===== src/rtl/support_mem_loader_if.sv =====
// Stream-in / RAM-write bundle for the support memory loader.
// The slave modport is the loader's view; the master modport is the view of
// whatever feeds the byte stream and observes the write port.
interface support_mem_loader_if;
    logic [7:0]  in_data;
    logic        in_valid;
    logic        in_ready;
    logic        sys_en;
    logic [15:0] sys_A;
    logic [7:0]  sys_data;
    logic        sys_wr;
    logic        busy;
    logic        done;
    logic        error;

    modport slave (
        input  in_data, in_valid,
        output in_ready, sys_en, sys_A, sys_data, sys_wr, busy, done, error
    );

    modport master (
        output in_data, in_valid,
        input  in_ready, sys_en, sys_A, sys_data, sys_wr, busy, done, error
    );
endinterface


===== src/rtl/support_mem_loader.sv =====
// Support memory loader: parses HEADER, addr_hi, addr_lo, len_hi, len_lo and
// then len data bytes from a valid/ready byte stream, writing each data byte
// to consecutive addresses of the support RAM.
//
// Handshake: a byte transfers in a cycle where in_valid=1 and in_ready=1;
// in_ready is high in every state except FINISH and does not depend on
// in_valid. Writes, done and error are registered and appear the cycle after
// the byte (or event) that caused them.
module support_mem_loader #(
    parameter logic [7:0]  HEADER  = 8'hA5,
    parameter logic [15:0] TIMEOUT = 16'd50000
) (
    input  logic                        clk,
    input  logic                        reset_n,
    support_mem_loader_if.slave         bus,
    output logic [2:0]                  state_dbg
);

    typedef enum logic [2:0] {
        IDLE   = 3'd0,
        ADRH   = 3'd1,
        ADRL   = 3'd2,
        LENH   = 3'd3,
        LENL   = 3'd4,
        DATA   = 3'd5,
        FINISH = 3'd6
    } state_t;

    state_t      state, state_next;
    logic [15:0] addr, addr_next;
    logic [15:0] len, len_next;      // remaining data bytes once in DATA
    logic [15:0] cnt, cnt_next;      // idle cycles since the last accepted byte
    logic [15:0] cnt_inc;
    logic        accept;
    logic        in_frame;
    logic        timeout;
    logic        wr_next, done_next, error_next, en_next;
    logic [15:0] a_next;
    logic [7:0]  data_next;

    assign bus.in_ready = (state != FINISH);
    assign bus.busy     = (state != IDLE);
    assign state_dbg    = state;

    assign accept   = bus.in_valid && bus.in_ready;
    assign in_frame = (state != IDLE) && (state != FINISH);
    assign cnt_inc  = cnt + 16'd1;
    // Abort once TIMEOUT consecutive in-frame cycles have passed with no byte.
    assign timeout  = in_frame && !accept && (cnt_inc == TIMEOUT);

    // State register.
    always_ff @(posedge clk or negedge reset_n) begin
        if (!reset_n) begin
            state <= IDLE;
        end else begin
            state <= state_next;
        end
    end

    // Next-state and next-output decode for the frame parser.
    always_comb begin
        state_next = state;
        addr_next  = addr;
        len_next   = len;
        cnt_next   = (accept || !in_frame) ? 16'd0 : cnt_inc;
        wr_next    = 1'b0;
        done_next  = 1'b0;
        error_next = 1'b0;
        a_next     = bus.sys_A;
        data_next  = bus.sys_data;

        case (state)
            IDLE: begin
                if (accept) begin
                    if (bus.in_data == HEADER) begin
                        state_next = ADRH;
                    end else begin
                        error_next = 1'b1;
                    end
                end
            end
            ADRH: begin
                if (accept) begin
                    addr_next  = {bus.in_data, addr[7:0]};
                    state_next = ADRL;
                end
            end
            ADRL: begin
                if (accept) begin
                    addr_next  = {addr[15:8], bus.in_data};
                    state_next = LENH;
                end
            end
            LENH: begin
                if (accept) begin
                    len_next   = {bus.in_data, len[7:0]};
                    state_next = LENL;
                end
            end
            LENL: begin
                if (accept) begin
                    len_next = {len[15:8], bus.in_data};
                    if ({len[15:8], bus.in_data} == 16'd0) begin
                        state_next = IDLE;
                        done_next  = 1'b1;
                    end else begin
                        state_next = DATA;
                    end
                end
            end
            DATA: begin
                if (accept) begin
                    wr_next   = 1'b1;
                    a_next    = addr;
                    data_next = bus.in_data;
                    addr_next = addr + 16'd1;
                    len_next  = len - 16'd1;
                    if (len == 16'd1) begin
                        state_next = FINISH;
                    end
                end
            end
            FINISH: begin
                state_next = IDLE;
                done_next  = 1'b1;
            end
            default: begin
                state_next = IDLE;
            end
        endcase

        if (timeout) begin
            state_next = IDLE;
            error_next = 1'b1;
        end

        // Keep ownership through a write still in flight so sys_wr never
        // appears without sys_en.
        en_next = (state_next == DATA) || (state_next == FINISH) || wr_next;
    end

    // Datapath and registered outputs.
    always_ff @(posedge clk or negedge reset_n) begin
        if (!reset_n) begin
            addr         <= 16'h0000;
            len          <= 16'h0000;
            cnt          <= 16'h0000;
            bus.sys_en   <= 1'b0;
            bus.sys_wr   <= 1'b0;
            bus.sys_A    <= 16'h0000;
            bus.sys_data <= 8'h00;
            bus.done     <= 1'b0;
            bus.error    <= 1'b0;
        end else begin
            addr         <= addr_next;
            len          <= len_next;
            cnt          <= cnt_next;
            bus.sys_en   <= en_next;
            bus.sys_wr   <= wr_next;
            bus.sys_A    <= a_next;
            bus.sys_data <= data_next;
            bus.done     <= done_next;
            bus.error    <= error_next;
        end
    end

endmodule

===== src/flat_wrapper.sv =====
// flat-port wrapper written by rule: the top's interface ports become plain ports
module support_mem_loader_flat 
#(
    parameter logic [7:0]  HEADER  = 8'hA5,
    parameter logic [15:0] TIMEOUT = 16'd50000
)
  (clk, reset_n, state_dbg, bus_in_data, bus_in_valid, bus_in_ready, bus_sys_en, bus_sys_A, bus_sys_data, bus_sys_wr, bus_busy, bus_done, bus_error);
  support_mem_loader_if bus_i ();
  input  logic clk;
  input  logic reset_n;
  output logic [2:0] state_dbg;
  input wire logic [$bits(bus_i.in_data)-1:0] bus_in_data;
  input wire logic [$bits(bus_i.in_valid)-1:0] bus_in_valid;
  output wire logic [$bits(bus_i.in_ready)-1:0] bus_in_ready;
  output wire logic [$bits(bus_i.sys_en)-1:0] bus_sys_en;
  output wire logic [$bits(bus_i.sys_A)-1:0] bus_sys_A;
  output wire logic [$bits(bus_i.sys_data)-1:0] bus_sys_data;
  output wire logic [$bits(bus_i.sys_wr)-1:0] bus_sys_wr;
  output wire logic [$bits(bus_i.busy)-1:0] bus_busy;
  output wire logic [$bits(bus_i.done)-1:0] bus_done;
  output wire logic [$bits(bus_i.error)-1:0] bus_error;
  assign bus_i.in_data = bus_in_data;
  assign bus_i.in_valid = bus_in_valid;
  assign bus_in_ready = bus_i.in_ready;
  assign bus_sys_en = bus_i.sys_en;
  assign bus_sys_A = bus_i.sys_A;
  assign bus_sys_data = bus_i.sys_data;
  assign bus_sys_wr = bus_i.sys_wr;
  assign bus_busy = bus_i.busy;
  assign bus_done = bus_i.done;
  assign bus_error = bus_i.error;
  support_mem_loader #(.HEADER(HEADER), .TIMEOUT(TIMEOUT)) u_core (.clk(clk), .reset_n(reset_n), .bus(bus_i), .state_dbg(state_dbg));
endmodule

===== config.mk =====
export PLATFORM = sky130hd
export DESIGN_NAME = support_mem_loader_flat
export DESIGN_NICKNAME = d
export VERILOG_FILES = /design/src/rtl/support_mem_loader_if.sv /design/src/rtl/support_mem_loader.sv /design/src/flat_wrapper.sv
export SDC_FILE = /design/constraint.sdc
export NUM_CORES = 1
export LEC_CHECK = 0
export ABC_CLOCK_PERIOD_IN_PS = 1890
export CAP_MARGIN = 20
export CORE_MARGIN = 1
export CORE_UTILIZATION = 51
export CTS_CLUSTER_SIZE = 40
export DETAILED_ROUTE_END_ITERATION = 10
export PLACE_DENSITY_LB_ADDON = 0.3
export SLEW_MARGIN = 30
export SYNTH_ARGS = -nofsm -noshare
export SYNTH_HDL_FRONTEND = slang
export SYNTH_SLANG_ARGS = --single-unit

===== constraint.sdc =====
create_clock -name clk -period 1.89 [get_ports clk]
set_input_delay 0.4725 -clock clk [delete_from_list [all_inputs] [get_ports clk]]
set_output_delay 0.4725 -clock clk [all_outputs]
set_load 0.02 [all_outputs]

==> flow_metrics.env, run 1 <==
export IMPL_status="finished, violations left"
export IMPL_failed_checks="negative setup slack"
export IMPL_yosysTopAreaCell="dfrtp_1"
export IMPL_worstSetupStartpointType="flop"
export IMPL_via_count=3965
export IMPL_slew_headroom=0.6756
export IMPL_antenna_found_initial=0
export IMPL_cap_violations=0
export IMPL_yosysMostFrequentCell="dfrtp_1"
export IMPL_clk_pin_slew_ns=0.09
export IMPL_synth_commonest_cells="dfrtp_1 (79), o21ai_0 (47), nor2_1 (43)"
export IMPL_wire_per_inst_um=17.05
export IMPL_syn_inst=454
export IMPL_track_usage=0.2761
export IMPL_row_count=32
export IMPL_drt_wl_total_um=11410
export IMPL_hold_path_class="primary input to async pin"
export IMPL_post_dp_cell_area_um2=5298
export IMPL_rr_endpoint="u_core.bus.error"
export IMPL_clock_latency_ns=0.36
export IMPL_p_leak_nw=2.456
export IMPL_cts_tree="done"
export IMPL_reg2regPathDepth=7
export IMPL_finalMaxSlewViolations=0
export IMPL_dieArea_um2=8696
export IMPL_setup_viol=5
export IMPL_fin_nets=578
export IMPL_drc_errors=0
export IMPL_cp_startpoint="u_core.cnt[0]"
export IMPL_grt_max_degree=32
export IMPL_cts_sinks=79
export IMPL_vias_per_cell=5.927
export IMPL_skew_ns=0.01153
export IMPL_utilization=0.7205
export IMPL_worst_pin_slew_ns=0.4829
export IMPL_setup_ws_ns=-0.04246
export IMPL_synthesis_nets=470
export IMPL_synthesis_area_um2=4247
export IMPL_synth_distinct_cells=62
export IMPL_start_util=0.5384
export IMPL_port_buffers=43
export IMPL_hold_viol=0
export IMPL_crit_reg2reg_launch="u_core.cnt[0]"
export IMPL_core_area_um2=7888
export IMPL_die_w_um=93.25
export IMPL_r2r_slack_ns=-0.04
export IMPL_fin_hold_ws_ns=0.03998
export IMPL_drive_gt1_frac=0.2734
export IMPL_clock_fmax_mhz=517.5
export IMPL_fp_dieH_um=93.25
export IMPL_arrival_ns=2.21
export IMPL_ir_drop_v=0.0005564
export IMPL_synth_avg_cell_area_um2=9.354
export IMPL_firstDrtPassIters=5
export IMPL_end_kind="flop"
export IMPL_synth_top_cell_area_share=0.4655
export IMPL_grt_pass1_vias=3827
export IMPL_fin_crit_sh=1.022
export IMPL_stdcell_area_um2=5683
export IMPL_ys_top_cells_by_area="dfrtp_1 (47%), o21ai_0 (5.5%), mux2_2 (4.8%), nor2_1 (3.8%), a21oi_1 (3.5%)"
export IMPL_p_per_area_nw_per_um2=1324
export IMPL_diodes=0
export IMPL_synthArstFlopShare=1.000
export IMPL_grt_remaining_overflow=0
export IMPL_synth_edff_count=0
export IMPL_drt_iter0_drc=436
export IMPL_critPathMaxFanout=5
export IMPL_cts_root_buffer="clkbuf_8"
export IMPL_rsz0062_at_grt="yes"
export IMPL_finalNonFillerCells=669
export IMPL_dp_cells=651
export IMPL_dp_hpwl_um=8001
export IMPL_worstPathRequired_ns=2.17
export IMPL_htreeDepth=3
export IMPL_syn_to_final_growth_pct=33.82
export IMPL_drtAntennaViolNets=0
export IMPL_grt_pass1_wl_um=18550
export IMPL_cts_buffer_depth=2
export IMPL_cts_inserted_buffers=9
export IMPL_yosys_warnings=0
export IMPL_ys_flop_type="dfrtp_1"
export IMPL_ios=44
export IMPL_synth_seq_area_share=0.4655
export IMPL_ys_ff_latch=79
export IMPL_fin_crit_ns=1.932
export IMPL_gp_congestion=0.8732
export IMPL_worstSetupPathType="flop to flop"
[logic make-up after synthesis]
group,after synthesis,share of synthesized area
simple gates,164,0.2009
xor+xnor,19,0.04096
buf+inv,38,0.03918
mux,19,0.05009
compound gates,130,0.1886
fa+ha+maj,5,0.01473
flops,79,0.4655
[area by class of cell]
type                       count  area (um2)
multi-input combinational    337        2248
fill                         586        2205
sequential                    79        1984
timing repair buffer         121        1049
clock buffer                  10       127.6
tap                          102       127.6
clock inverter                 6       93.84
inverter                      14       52.55
[through the flow]
stage          TNS [ns]  setup WS (ns)  total power [W]
2_1_floorplan   -0.1822       -0.05128         0.004461
5_1_grt         -0.8864        -0.1773         0.007962
6_report        -0.1203       -0.04246         0.007526
4_1_cts         -0.1673       -0.05397         0.007407
3_3_place_gp     -7.995        -0.3108         0.005864
3_5_place_dp     -9.549        -0.3291         0.005986
[metal layers]
layer,wire length (um),GRT usage
met5,0,0
met4,299,0.1244
met3,754,0.04959
met2,5589,0.4589
met1,4765,0.3512
[how the worst max path moves through the flow]
stage                  endpoint  slack (ns)  cells after the start
6_report       u_core.bus.error       -0.04                      7
5_1_grt        u_core.bus.error       -0.18                      7
4_1_cts        u_core.bus.error       -0.05                      7
3_3_place_gp   u_core.bus.error       -0.31                      6
2_1_floorplan  u_core.bus.error       -0.05                      7
3_5_place_dp   u_core.bus.error       -0.33                      6
[flip-flops by register name, indices dropped and copies added (netlist names), 3 cells and up]
name,cells
u_core.bus.sys_A,16
u_core.bus.sys_data,8
u_core.addr,16
u_core.state_dbg,3
u_core.len,16
u_core.cnt,16
[power by group]
part / switching [W] / internal (W) / total, W
Combinational: 0.00175 / 0.00157 / 0.00332
Clock: 0.000657 / 0.000754 / 0.00141
Sequential: 0.000490 / 0.00230 / 0.00279
Total: 0.00290 / 0.00463 / 0.00753
[cells in the final DEF, fill, tap and decap left out, drive strengths merged, types with 9 or more instances in the layout]
cell type       n
dfrtp          79
nand3          19
nor2           43
xor2            9
clkbuf         10
o21ai          50
clkdlybuf4s50  37
xnor2          10
buf            80
nor4           10
a22o            9
nand2          37
inv            14
mux2           18
a21oi          31
nor3           16
[worst max-delay path, cell delays in order, from the launching register on]
cell and delay (ns):
dfrtp_1 0.40, ha_4 0.19, nand3_4 0.08, xor2_2 0.17, or3_1 0.36, a211o_1 0.27, nor4_4 0.23, o21bai_1 0.16
[timing repair]
action,CTS,global route
hold buffers,0,0
endpoints found under the setup margin,14,40
pin swaps,3,3
setup buffers,0,2
resized for setup,24,23
(Power assumes the default switching activity.)
==> inputs of run 2 (changes only) <==
--- a/config.mk
+++ b/config.mk
@@ -5,12 +5,14 @@
 export SDC_FILE = /design/constraint.sdc
 export NUM_CORES = 1
 export LEC_CHECK = 0
+export ABC_AREA = 1
 export ABC_CLOCK_PERIOD_IN_PS = 1890
 export CAP_MARGIN = 20
-export CORE_MARGIN = 1
-export CORE_UTILIZATION = 51
+export CORE_MARGIN = 5
+export CORE_UTILIZATION = 52
 export CTS_CLUSTER_SIZE = 40
 export DETAILED_ROUTE_END_ITERATION = 10
+export HOLD_SLACK_MARGIN = 0.06
 export PLACE_DENSITY_LB_ADDON = 0.3
 export SLEW_MARGIN = 30
 export SYNTH_ARGS = -nofsm -noshare
==> flow_metrics.env, run 2 <==
export IMPL_clock_latency_ns=0.35
export IMPL_synth_avg_cell_area_um2=7.466
export IMPL_rr_endpoint="u_core.addr[12]"
export IMPL_grt_remaining_overflow=0
export IMPL_ys_flop_type="dfrtp_1"
export IMPL_ys_ff_latch=79
export IMPL_critPathBufInv=1
export IMPL_worstSetupStartpointType="flop"
export IMPL_synthesis_nets=620
export IMPL_synth_xor_area_share=0.003885
export IMPL_drt_wl_total_um=11580
export IMPL_grt_pass1_vias=4065
export IMPL_grt_pass1_wl_um=18910
export IMPL_finalMaxSlewViolations=0
export IMPL_r2r_slack_ns=0.12
export IMPL_arrival_ns=1.33
export IMPL_track_usage=0.2269
export IMPL_synth_top_family_by_area="simple AND/OR/NAND/NOR gates"
export IMPL_utilization=0.6507
export IMPL_worst_pin_slew_ns=0.4572
export IMPL_synthesis_area_um2=4509
export IMPL_synthArstFlopShare=1.000
export IMPL_syn_inst=604
export IMPL_hold_depth=2
export IMPL_status="finished, final reports clean"
export IMPL_cts_buffer_depth=2
export IMPL_row_count=34
export IMPL_diodes=0
export IMPL_crit_chain="clkdlybuf4s50_1"
export IMPL_cts_inserted_buffers=9
export IMPL_port_buffers=43
export IMPL_grt_max_degree=34
export IMPL_fin_crit_ns=1.801
export IMPL_yosysTopAreaCell="dfrtp_1"
export IMPL_drc_errors=0
export IMPL_min_from="u_core.bus.sys_data[6]"
export IMPL_firstDrtPassIters=5
export IMPL_p_per_area_nw_per_um2=1363
export IMPL_ys_top_cells_by_area="dfrtp_1 (44%), nand2_1 (12%), inv_1 (6.2%), nor2_1 (5.3%), o21ai_0 (4.8%)"
export IMPL_synth_mux_area_frac=0
export IMPL_via_count=4300
export IMPL_die_w_um=103.1
export IMPL_layout_common_cells="nand2_1 (143), dfrtp_1 (77), inv_1 (72), nor2_1 (60)"
export IMPL_antenna_found_initial=0
export IMPL_cts_root_buffer="clkbuf_8"
export IMPL_yosys_warnings=0
export IMPL_ir_drop_v=0.0005699
export IMPL_synth_edff_count=0
export IMPL_synth_compound_area_frac=0.1579
export IMPL_crit_reg2reg_launch="u_core.addr[0]"
export IMPL_cts_tree="done"
export IMPL_yosysMostFrequentCell="nand2_1"
export IMPL_synth_distinct_cells=40
export IMPL_clk_pin_slew_ns=0.08
export IMPL_syn_to_final_growth_pct=24.00
export IMPL_cp_top_family="buffers and inverters"
export IMPL_end_kind="primary output"
export IMPL_worstSetupPathType="flop to primary output"
export IMPL_max_stage_delay_ns=0.61
export IMPL_fin_nets=701
export IMPL_worstPathRequired_ns=1.42
export IMPL_synth_adder_area_share=0.01387
export IMPL_finalSetupTns_ns=0
export IMPL_hold_viol=0
export IMPL_core_area_um2=8593
export IMPL_fin_crit_sh=0.9530
export IMPL_wire_per_inst_um=14.52
export IMPL_cap_violations=0
export IMPL_drt_iter0_drc=292
export IMPL_reg2regPathDepth=10
export IMPL_dp_hpwl_um=8550
export IMPL_synth_top_cell_area_share=0.4384
export IMPL_drtAntennaViolNets=0
export IMPL_cts_sinks=79
export IMPL_setup_viol=0
export IMPL_final_common_cell="nand2_1"
export IMPL_start_util=0.5248
export IMPL_dieArea_um2=10630
export IMPL_p_leak_nw=2.580
export IMPL_synth_commonest_cells="nand2_1 (143), dfrtp_1 (79), inv_1 (74)"
export IMPL_clock_fmax_mhz=555.2
export IMPL_synth_seq_area_share=0.4384
export IMPL_htreeDepth=3
export IMPL_fillers=748
export IMPL_slowest_stage="clkdlybuf4s50_1"
export IMPL_critPathMaxFanout=1
export IMPL_synthSimpleGateAreaFrac=0.2938
export IMPL_gp_congestion=0.9667
export IMPL_drive_gt1_frac=0.1480
export IMPL_hold_path_class="flop to flop"
export IMPL_ios=44
export IMPL_skew_ns=0.006704
export IMPL_fp_dieH_um=103.1
export IMPL_slew_headroom=0.6949
export IMPL_vias_per_cell=5.395
export IMPL_min_to="u_core.bus.sys_data[6]"
[run 2: cell types whose count changed in the layout (fill, tap and decap cells not counted), sizes merged, moves of 9 or more]
| cell | before | now |
|---|---|---|
| nand2 | 37 | 147 |
| inv | 14 | 86 |
| buf | 80 | 40 |
| nor2 | 43 | 79 |
| nand3 | 19 | 44 |
| mux2 | 18 | 0 |
| nor3 | 16 | 6 |
| nor4 | 10 | 0 |
| xnor2 | 10 | 0 |
| o21ai | 50 | 59 |
[run 2: cells by family after synthesis]
group	Yosys count
DFF	79
adders and majority gates	5
buffers and inverters	99
xor gates and xnor gates	2
and+or+nand+nor	293
AOI/OAI and AO/OA	126
[run 2: what timing repair did]
item,4_1_cts,5_1_grt
hold buffers,1,0
cloned,0,0
setup endpoints to repair,4,11
pin swaps,0,5
endpoints found under the hold margin,12,0
resized for setup,5,17
buffers inserted,0,5
[run 2: worst register-to-register path: cells and delay by family (launching register included)]
kind	cells	cell delay, ns
fa+ha+maj	1	0.22
flops	1	0.40
compound gates	1	0.08
simple gates	8	0.97
[run 2: worst max-delay path by stage]
stage	from	endpoint	depth (start not counted)
after floorplan	u_core.state_dbg[0]	u_core.bus.sys_en	12
after global placement	bus_in_valid	u_core.bus.sys_en	11
after detailed placement	bus_in_valid	u_core.bus.sys_en	11
after CTS	u_core.state_dbg[2]	bus_busy	3
after global routing	u_core.addr[0]	u_core.addr[12]	10
final	u_core.bus.sys_en	bus_sys_en	1
[run 2: metrics by stage]
step                worst slack [ns]  cells  instance area, um2  power [W]  hold slack (ns)
finish                       0.08875    797                5592   0.007622           0.4834
detailed placement           -0.1005    776                5268   0.006056           0.4340
global route                -0.07076    797                5592   0.008182           0.5181
global placement            -0.05500    776                5268   0.005959           0.4406
CTS                        0.0005892    792                5518   0.007595           0.4892
floorplan                     0.1569    604                4509   0.004744           0.1769
[run 2: power breakdown]
group	internal [W]	switching (W)	total [W]	leakage (nW)
logic	0.00135	0.00195	0.00330	1.47
clock network	0.000908	0.000629	0.00154	0.119
registers	0.00231	0.000475	0.00278	0.992
total	0.00457	0.00305	0.00762	2.58
[run 2: cell type report]
cell class	count	area, um2	share of cell area
Clock inverter	5	106.4	0.01902
Tap cell	108	135.1	0.02417
Clock buffer	10	137.6	0.02461
Sequential cell	79	1979	0.3540
Timing Repair Buffer	83	750.7	0.1343
Inverter	86	330.3	0.05907
Multi-Input combinational cell	426	2152	0.3849
[run 2: routing by layer]
layer | vias up | track usage | share of wire
met5 | - | 0 | 0
met4 | 0 | 0.07968 | 0.024
met3 | 27 | 0.05277 | 0.058
met2 | 153 | 0.3804 | 0.49
met1 | 1987 | 0.2874 | 0.43
li1 | 2133 | - | -
==> inputs of run 3 (changes only) <==
--- a/config.mk
+++ b/config.mk
@@ -7,12 +7,11 @@
 export LEC_CHECK = 0
 export ABC_AREA = 1
 export ABC_CLOCK_PERIOD_IN_PS = 1890
-export CAP_MARGIN = 20
+export CAP_MARGIN = 15
 export CORE_MARGIN = 5
 export CORE_UTILIZATION = 52
 export CTS_CLUSTER_SIZE = 40
 export DETAILED_ROUTE_END_ITERATION = 10
-export HOLD_SLACK_MARGIN = 0.06
 export PLACE_DENSITY_LB_ADDON = 0.3
 export SLEW_MARGIN = 30
 export SYNTH_ARGS = -nofsm -noshare
==> flow_metrics.env, run 3 (synthesis gave the netlist of run 2 again) <==
export IMPL_status="finished, final reports clean"
export IMPL_drt_iter0_drc=294
export IMPL_fin_nets=700
export IMPL_cts_root_buffer="clkbuf_8"
export IMPL_end_kind="primary output"
export IMPL_worstPathRequired_ns=1.42
export IMPL_ios=44
export IMPL_fin_crit_sh=0.9534
export IMPL_critPathBufInv=1
export IMPL_cts_buffer_depth=2
export IMPL_worstSetupStartpointType="flop"
export IMPL_arrival_ns=1.33
export IMPL_swShare=0.4006
export IMPL_clock_latency_ns=0.35
export IMPL_routed_wl_met3_um=748
export IMPL_power_total_w=0.007618
export IMPL_routed_top_layer="met4"
export IMPL_grt_remaining_overflow=0
export IMPL_cts_sinks=79
export IMPL_cap_violations=0
export IMPL_worst_pin_slew_ns=0.4567
export IMPL_ir_drop_v=0.0005721
export IMPL_gp_congestion=0.9667
export IMPL_power_frac_comb=0.433
export IMPL_worstSetupPathType="flop to primary output"
export IMPL_seqPwrFrac=0.365
export IMPL_skew_ns=0.006621
export IMPL_core_area_um2=8593
export IMPL_crit_chain="clkdlybuf4s50_1"
export IMPL_p_leak_nw=2.575
export IMPL_layout_common_cells="nand2_1 (143), dfrtp_1 (77), inv_1 (72), nor2_1 (60)"
export IMPL_grt_pass1_wl_um=18910
export IMPL_clk_pin_slew_ns=0.08
export IMPL_slowest_stage="clkdlybuf4s50_1"
export IMPL_cts_hold_buffers=0
export IMPL_htreeDepth=3
export IMPL_fin_crit_ns=1.802
export IMPL_grt_max_degree=34
export IMPL_port_buffers=43
export IMPL_cts_tree="done"
export IMPL_hold_path_class="primary input to async pin"
export IMPL_p_per_area_nw_per_um2=1365
export IMPL_cts_inserted_buffers=9
export IMPL_wl_met1_um=4932
export IMPL_wl_met2_um=5616
export IMPL_utilization=0.6495
export IMPL_row_count=34
export IMPL_drt_wl_total_um=11580
export IMPL_critPathMaxFanout=1
export IMPL_grt_pass1_vias=4065
export IMPL_pwr_share_clk=0.202
export IMPL_dp_hpwl_um=8550
export IMPL_max_stage_delay_ns=0.61
export IMPL_diodes=0
export IMPL_wire_per_inst_um=14.55
export IMPL_stdcell_area_um2=5582
export IMPL_syn_to_final_growth_pct=23.78
export IMPL_hold_viol=0
export IMPL_intPower_w=0.004567
export IMPL_vias_per_cell=5.410
export IMPL_fp_dieH_um=103.1
export IMPL_post_dp_cell_area_um2=5268
export IMPL_cp_top_family="buffers and inverters"
export IMPL_finalMaxSlewViolations=0
export IMPL_start_util=0.5248
export IMPL_slew_headroom=0.6952
export IMPL_power_switching_w=0.003051
export IMPL_drtAntennaViolNets=0
export IMPL_via_count=4306
export IMPL_clock_fmax_mhz=555.0
export IMPL_final_common_cell="nand2_1"
export IMPL_firstDrtPassIters=5
export IMPL_drc_errors=0
export IMPL_dieArea_um2=10630
export IMPL_track_usage=0.2269
export IMPL_die_w_um=103.1
export IMPL_antenna_found_initial=0
export IMPL_drive_gt1_frac=0.1483
export IMPL_setup_viol=0
==> run 3: cell count changes in the layout (fill, tap and decap cells not counted), sizes merged <==
| cell | delta |
|---|---|
| dlygate4sd3 | -1 |
==> run 3: power by group through the flow <==
| stage | logic, W | clock network [W] | registers [W] |
|---|---|---|---|
| 4_1_cts | 0.00325 | 0.00157 | 0.00277 |
| 5_1_grt | 0.00368 | 0.00164 | 0.00286 |
| 3_3_place_gp | 0.00319 | 0 | 0.00277 |
| 6_report | 0.00330 | 0.00154 | 0.00278 |
| 2_1_floorplan | 0.00167 | 0 | 0.00307 |
| 3_5_place_dp | 0.00326 | 0 | 0.00280 |
==> run 3: worst register-to-register path, cell delays in order, from the launching register on <==
cell	delay (ns)
dfrtp_1	0.40
ha_1	0.21
nand4_1	0.20
nor2_2	0.22
nand4_1	0.18
nor2_1	0.14
nand2_1	0.05
nand3_1	0.07
o21ai_0	0.08
nand2_1	0.06
nand2_1	0.05
==> run 3: path summary, 6_finish.rpt <==
| check | from | endpoint | slack (ns) | cells after the start |
|---|---|---|---|---|
| setup reg to reg | u_core.addr[0] | u_core.addr[12] | 0.11 | 10 |
| min in group clk | u_core.bus.sys_data[6] | u_core.bus.sys_data[6] | 0.48 | 2 |
| hold reg to reg | u_core.bus.sys_data[6] | u_core.bus.sys_data[6] | 0.48 | 2 |
| hold / removal | reset_n | u_core.bus.sys_A[10] | 0.04 | 1 |
| setup / recovery | u_core.bus.sys_en | bus_sys_en | 0.09 | 1 |
| max in group asynchronous | reset_n | u_core.bus.sys_A[5] | 1.26 | 2 |
==> run 3: per-layer routing <==
layer,vias up,track usage
met5,-,0
met4,0,0.07968
met3,29,0.05277
met2,164,0.3804
met1,1981,0.2874
li1,2132,-
==> run 3: what timing repair did <==
action                                 CTS  global route
setup endpoints to repair                4            11
gates resized for setup                  5            17
endpoints found under the hold margin    0             0
buffers inserted                         0             5
pin swaps                                0             5
==> run 3: area by class of cell <==
type,instances,area (um2)
multi-input combinational,426,2152
clock inverter,5,106.4
clock buffer,10,137.6
timing repair buffer,82,740.7
inverter,86,330.3
fill,749,3012
sequential,79,1979
tap,108,135.1
==> run 3: per-stage QoR <==
stage	instances	setup TNS [ns]	hold WS (ns)	setup slack (ns)
global placement	776	-0.06716	0.4406	-0.05500
global route	796	-0.1603	0.06029	-0.07076
floorplan	604	0	0.1769	0.1569
finish	796	0	0.04393	0.08807
CTS	791	0	0.05328	0.0005892
detailed placement	776	-0.4013	0.4340	-0.1005
